### src/rtl/trace_ctrl.sv
// Trace buffer capture/drain controller: arm, trigger, post-trigger capture, freeze, then stream out.
// Optional macro TRACE_CTRL_SW_TRIG_EN adds a software trigger input sw_trig_i.
module trace_ctrl #(
  parameter int DEPTH = 64,
  localparam int PTR_BITS = $clog2(DEPTH)
) (
  input  logic                clk_i,
  input  logic                rst_i,
  input  logic                arm_i,
  input  logic                abort_i,
  input  logic                trig_event_i,
`ifdef TRACE_CTRL_SW_TRIG_EN
  input  logic                sw_trig_i,
`endif
  input  logic [PTR_BITS-1:0] post_count_i,
  input  logic                retire_valid_i,
  input  logic                drain_req_i,
  output logic                tb_enable_o,
  output logic                tb_trigger_o,
  input  logic [PTR_BITS-1:0] tb_wr_ptr_i,
  output logic [PTR_BITS-1:0] tb_rd_addr_o,
  input  logic [31:0]         tb_rd_pc_i,
  input  logic [31:0]         tb_rd_instr_i,
  output logic                m_valid_o,
  input  logic                m_ready_i,
  output logic [63:0]         m_data_o,
  output logic                m_last_o,
  output logic [PTR_BITS:0]   fill_o,
  output logic [2:0]          state_o,
  output logic                done_o
);

  typedef enum logic [2:0] {
    IDLE   = 3'd0,
    ARMED  = 3'd1,
    POST   = 3'd2,
    FROZEN = 3'd3,
    DRAIN  = 3'd4
  } state_t;

  localparam logic [PTR_BITS:0]   FILL_MAX = (PTR_BITS+1)'(DEPTH);
  localparam logic [PTR_BITS:0]   FILL_ONE = (PTR_BITS+1)'(1);
  localparam logic [PTR_BITS-1:0] PTR_ONE  = PTR_BITS'(1);

  state_t              state;
  logic [PTR_BITS:0]   fill;
  logic [PTR_BITS:0]   remaining;
  logic [PTR_BITS-1:0] cnt;
  logic [PTR_BITS-1:0] rd_addr;
  logic                m_valid;
  logic                m_last;
  logic [63:0]         m_data;
  logic                done;
  logic                capture;
  logic                trig_any;

`ifdef TRACE_CTRL_SW_TRIG_EN
  assign trig_any = trig_event_i | sw_trig_i;
`else
  assign trig_any = trig_event_i;
`endif

  assign tb_enable_o  = (state == ARMED) || (state == POST);
  assign tb_trigger_o = (state == FROZEN) || (state == DRAIN);
  assign capture      = tb_enable_o && retire_valid_i;

  always_ff @(posedge clk_i) begin
    if (rst_i) begin
      state     <= IDLE;
      fill      <= '0;
      remaining <= '0;
      cnt       <= '0;
      rd_addr   <= '0;
      m_valid   <= 1'b0;
      m_last    <= 1'b0;
      m_data    <= '0;
      done      <= 1'b0;
    end else begin
      done <= 1'b0;
      if (abort_i) begin
        state   <= IDLE;
        m_valid <= 1'b0;
        m_last  <= 1'b0;
      end else begin
        // capture is only possible in ARMED/POST, so this never collides with the IDLE clear
        if (capture && (fill != FILL_MAX)) fill <= fill + FILL_ONE;
        case (state)
          IDLE: begin
            if (arm_i) begin
              state <= ARMED;
              fill  <= '0;
            end
          end
          ARMED: begin
            if (trig_any) begin
              cnt   <= post_count_i;
              state <= (post_count_i == '0) ? FROZEN : POST;
            end
          end
          POST: begin
            if (capture) begin
              cnt <= cnt - PTR_ONE;
              if (cnt == PTR_ONE) state <= FROZEN;
            end
          end
          FROZEN: begin
            if (drain_req_i) begin
              if (fill != '0) begin
                state     <= DRAIN;
                rd_addr   <= tb_wr_ptr_i - fill[PTR_BITS-1:0];
                remaining <= fill;
              end else begin
                state <= IDLE;
                done  <= 1'b1;
              end
            end
          end
          DRAIN: begin
            if (m_valid && m_ready_i && m_last) begin
              m_valid <= 1'b0;
              m_last  <= 1'b0;
              state   <= IDLE;
              done    <= 1'b1;
            end else if (!m_valid || m_ready_i) begin
              m_data    <= {tb_rd_pc_i, tb_rd_instr_i};
              m_valid   <= 1'b1;
              m_last    <= (remaining == FILL_ONE);
              rd_addr   <= rd_addr + PTR_ONE;
              remaining <= remaining - FILL_ONE;
            end
          end
          default: state <= IDLE;
        endcase
      end
    end
  end

  assign state_o      = state;
  assign fill_o       = fill;
  assign tb_rd_addr_o = rd_addr;
  assign m_valid_o    = m_valid;
  assign m_last_o     = m_last;
  assign m_data_o     = m_data;
  assign done_o       = done;

endmodule

### config.mk
export PLATFORM = sky130hd
export DESIGN_NAME = trace_ctrl
export DESIGN_NICKNAME = d
export VERILOG_FILES = /design/src/rtl/trace_ctrl.sv
export SDC_FILE = /design/constraint.sdc
export NUM_CORES = 1
export LEC_CHECK = 0
export ABC_AREA = 1
export BUFFER_PORTS_ARGS = -buffer_cell sky130_fd_sc_hd__buf_2
export CAP_MARGIN = 40
export CORE_UTILIZATION = 45
export CTS_BUF_LIST = sky130_fd_sc_hd__clkbuf_4 sky130_fd_sc_hd__clkbuf_8
export CTS_CLUSTER_SIZE = 25
export DETAILED_ROUTE_END_ITERATION = 6
export GPL_TIMING_DRIVEN = 0
export PLACE_DENSITY = 0.8
export SKIP_LAST_GASP = 1
export SLEW_MARGIN = 20
export SYNTH_ARGS = -nofsm -noshare
export SYNTH_HDL_FRONTEND = slang
export SYNTH_SLANG_ARGS = --single-unit
### constraint.sdc
create_clock -name clk_i -period 3.5 [get_ports clk_i]
set_clock_uncertainty 0.15 [all_clocks]
set_input_delay 0.7 -clock clk_i [delete_from_list [all_inputs] [get_ports clk_i]]
set_output_delay 0.7 -clock clk_i [all_outputs]
set_load 0.05 [all_outputs]
## Word-level counts from Yosys, hierarchy flattened

Index checks and enable logic that the tools add are counted.

| word-level totals | value |
|---|---|
| input port bits | 84 |
| register bits | 96 |
| output and inout port bits | 85 |
| word-level logic and storage cells | 85 |

| cells by class | value |
|---|---|
| multiplexer cells | 33 |
| add/sub/neg operators | 5 |
| reduce and logical (&&, ||, !) cells | 20 |
| equality and inequality tests | 16 |
| bitwise operators | 2 |

Operator list:

| operator | number |
|---|---|
| $mux 7 | 7 |
| $mux 6 | 6 |
| $pmux 6 s2 | 2 |
| $mux 3 | 7 |
| $pmux 3 s5 | 1 |
| $pmux 7 s2 | 1 |
| $reduce_and 6->1 | 2 |
| $ne 2x2->1 const B | 5 |
| $mux 1 | 8 |
| $ne 2x1->1 const B | 4 |
| $reduce_and 4->1 | 2 |
| $add 7x1->7 const B | 1 |
| $eq 7x1->1 const B | 1 |
| $ne 7x7->1 const B | 1 |
| $reduce_bool 7->1 | 1 |
| $sub 7x1->7 const B | 1 |
| $add 6x1->6 const B | 1 |
| $eq 3x2->1 const B | 2 |
| $eq 6x1->1 const B | 1 |
| $logic_not 6->1 | 1 |
| $reduce_bool 2->1 | 3 |
| $sub 6x1->6 const B | 1 |
| $sub 6x6->6 | 1 |
| $logic_and 1x1->1 | 4 |
| 9 further kinds | 12 |

## Depth between registers and ports, before layout

| logic depth | value |
|---|---|
| depth in word-level cells | 7 |
| depth in mapped cells | 11 |
| depth with buffers taken out | 11 |

## Least setup slack after synthesis

OpenSTA, ideal clock, no wires.

| path | value |
|---|---|
| path type | register -> register |
| from | register fill[0], in the netlist fill_o[0] |
| to | register rd_addr[4], in the netlist tb_rd_addr_o[4] |
| stages on the path, launching flop included | 11 |
| period minus slack after synthesis | 2217 ps |
| buffers on the path | 0 |
| arrival | 1953 ps |
| required time | 3235 ps |
| setup slack | 1283 ps |
| path through | dfxtp_1 ha_1 inv_1 fa_1 nand3_1 nand2_1 or2_2 nand3_1 nand2_1 nor2_1 nor2_1 |

| on the way | value |
|---|---|
| word-level cells in the longest chain between the ends | 4 |

RTL lines:

| element | RTL line | source |
|---|---|---|
| from (decl) | 46 | `logic [PTR_BITS:0] fill;` |
| from (signal assigned) | 86 | `if (capture && (fill != FILL_MAX)) fill <= fill + FILL_ONE;` |
| $sub 6x6->6 | 110 | `rd_addr <= tb_wr_ptr_i - fill[PTR_BITS-1:0];` |
| $mux 6 | 108 | `if (fill != '0) begin` |
| $mux 6 | 107 | `if (drain_req_i) begin` |
| $pmux 6 s2 | 87 | `case (state)` |
| to (signal assigned) | 110 |  |
| to (signal assigned) | 128 | `rd_addr <= rd_addr + PTR_ONE;` |
| to (decl) | 49 | `logic [PTR_BITS-1:0] rd_addr;` |

Parallel ways exist; a longest one is shown, timed or not. The select of a mux whose other input is x is not followed.
A chain may end at the register's enable or synchronous reset.

## Worst setup path in the final report

| path | value |
|---|---|
| from | register state[2], in the netlist state_o[2] |
| to | output port tb_enable_o |

| on the way | value |
|---|---|
| word-level cells in the longest chain between the ends | 2 |

RTL lines:

| element | RTL line | source |
|---|---|---|
| from (decl) | 45 | `state_t state;` |
| from (signal assigned) | 97 | `state <= (post_count_i == '0) ? FROZEN : POST;` |
| $eq 3x1->1 / $eq 3x2->1 (equally long branches) | 63 | `assign tb_enable_o = (state == ARMED) \|\| (state == POST);` |
| $logic_or 1x1->1 * | 63 |  |
| to (decl) | 18 | `output logic tb_enable_o,` |

Mark *: on every way between the ends. The rest lies on a longest branch, timed or not.

==> run metrics <==
CP Launch Type flip-flop; Final GP Congestion 0.8797; CTS tree yes; first-pass GRT wire length 17430 um; # hold bufs at CTS 0; Die H 101.7 um; Slew Limit Fails 0; antenna-violating nets left 0; via count 4496; Remaining DRCs 0; CTS Sinks 96; CP top delay family buffers and inverters; Final Hold Viols 0; syn nets 725; hpwl dp 8503 um; NumNets Final 903; H-tree Lvls 3; headroom to the max-slew limit 0.6702; post-CTS setup buffer count 0; CP max-delay cell dfxtp_1; Synth Cell Area 4476 um2; Post-Route Setup TNS 0 ns; Min-Delay Path Class flip-flop to flip-flop; Hold Crit Start m_data_o[37]; initial antenna violation count 0; Finished Layout Cells 944; Peak Freq 0.4281 GHz; commonest non-fill, non-tap cells in the layout nor2_1 (199), buf_2 (171), dfxtp_1 (96); Synth Area per Inst 7.127 um2; Syn Inst Count 628; maximum VDD drop 0.0002431 V; share of cells above drive strength 1 0.2824; Setup crit end kind output port; fraction of the cycle the final worst path needs 0.6673; Routed WL per cell 11.72 um; diode count 0; DRT Wirelength 11060 um; Buf+Inv Stages, Crit Path 3; clock buffer depth 2; count of flip-flops with a built-in enable after synthesis 0; Resize count post-CTS 0; Starting Density 0.4621; power per cell area 350.4 nW/um2; Synth Register Bits 96; R2R Path Start fill_o[2]; Crit path largest cell delay 0.36 ns; critical path launch point state_o[2]; Req. time, crit path 2.65 ns; CP Data Arrival Time 1.49 ns; dpl cells 928; Total GRT Usage 0.2126; Seq/Total Area, Yosys 0.4294; IO Port Bufs 167; Setup CP Type flip-flop to output port; critical path cell sequence inv_1, nand3_1, buf_4, nand2_4, buf_2; final hold slack 0.3344 ns; Layout Area Growth over Synthesis 26.61%; clock-pin slew on the worst setup and hold paths 0.10 ns; YS warnings 0; RSZ-0062 raised after global routing no; Worst Tran Pin Value 0.4923 ns; die area 10350 um2; Max Cap Viol 0; Distinct cells, synth 36; cell leakage power 0.002725 uW; Clock Root Buffer clkbuf_8; CP max FO 10; Site Rows 36; vias in the first global route 3856; Boundary Pins 169; outcome completed; CTS Buf Count 9; GRT overflow 0; final setup fails 0; die width 101.7 um; Clock Latency Late Sink 0.35 ns; DR pass1 iterations 4; DR iter-0 viols 137; min Tclk post-route 2.336 ns; fraction of registers with async set/reset 0; most common cell after layout, fill and taps aside nor2_1; Core Area 9684 um2; Top FF cell, synth dfxtp_1; largest net degree at the start of global routing 19; vias per cell 4.763
[worst paths after layout]
kind                          end  slack, ns  cells past startpoint
setup / recovery      tb_enable_o       1.16                      5
hold / removal       m_data_o[37]       0.33                      2
setup reg to reg  tb_rd_addr_o[3]       1.52                      9
hold reg to reg      m_data_o[37]       0.33                      2
[stage by stage]
step                        util  cell area, um2  setup WS, ns  total power (uW)
after CTS                 0.5851            5667         1.143              2009
after floorplan                -            4476         1.283              1239
after global placement    0.5656            5478         1.156              1313
after global routing      0.5851            5667         1.065              2089
final                     0.5851            5667         1.164              1985
after detailed placement  0.5656            5478         1.132              1314
[worst register-to-register path, stage by stage, from the launching register on]
cell,delay (ns)
dfxtp_1,0.46
inv_1,0.15
ha_1,0.35
a21oi_1,0.14
nand2_1,0.09
or2_2,0.28
nand3_1,0.07
nand2_1,0.05
nor2_1,0.09
nor2_1,0.05
[state kept, by name, summed over array words and instances (netlist names)]
signal,flops
cnt,6
done_o,1
fill_o,7
m_data_o,64
m_last_o,1
m_valid_o,1
remaining,7
state_o,3
tb_rd_addr_o,6
[cell usage after synthesis (3+ instances only)]
library cell	n	area, um2
nor2_1	199	747.0
dfxtp_1	96	1922
o21ai_1	61	305.3
nand2_1	60	225.2
inv_1	40	150.1
o21ai_0	35	175.2
nand3_1	28	140.1
a21oi_1	15	75.07
ha_1	12	150.1
buf_4	8	60.06
buf_6	8	90.09
clkbuf_1	7	26.28
nand2_2	6	37.54
nor3_1	6	30.03
or2_2	6	37.54
a31oi_1	4	25.02
buf_2	4	20.02
nand4_1	4	25.02
inv_2	3	11.26
nor2_2	3	18.77
xor2_1	3	26.28
[logic make-up (layout without fill, tap and decap cells)]
logic type	count (synthesis)	count (layout)	synth area share
buffers and inverters	72	255	0.08163
and+or+nand+nor	321	321	0.3008
xor gates and xnor gates	5	5	0.009787
DFF	96	96	0.4294
AOI/OAI and AO/OA	121	121	0.1403
adders and majority gates	13	13	0.03802
[layer usage]
layer | vias up | global-route usage | wire length (um)
met5 | - | 0 | 0
met4 | 0 | 0.06132 | 131
met2 | 142 | 0.3805 | 5238
met1 | 1967 | 0.2586 | 4930
met3 | 11 | 0.03934 | 763
li1 | 2376 | - | -
[power by group]
| part | switching [uW] | internal [uW] |
|---|---|---|
| registers | 7.00 | 1100 |
| clock network | 411 | 285 |
| logic | 105 | 80.0 |
[area by class of cell]
class | count | area, um2
buffer | 28 | 200.2
clock buffer | 10 | 131.4
clock inverter | 6 | 57.56
fill | 946 | 4018
inverter | 44 | 165.2
multi-input combinational | 460 | 2188
sequential | 96 | 1922
tap | 133 | 166.4
timing repair buffer | 167 | 835.8
(Power assumes the default switching activity.)
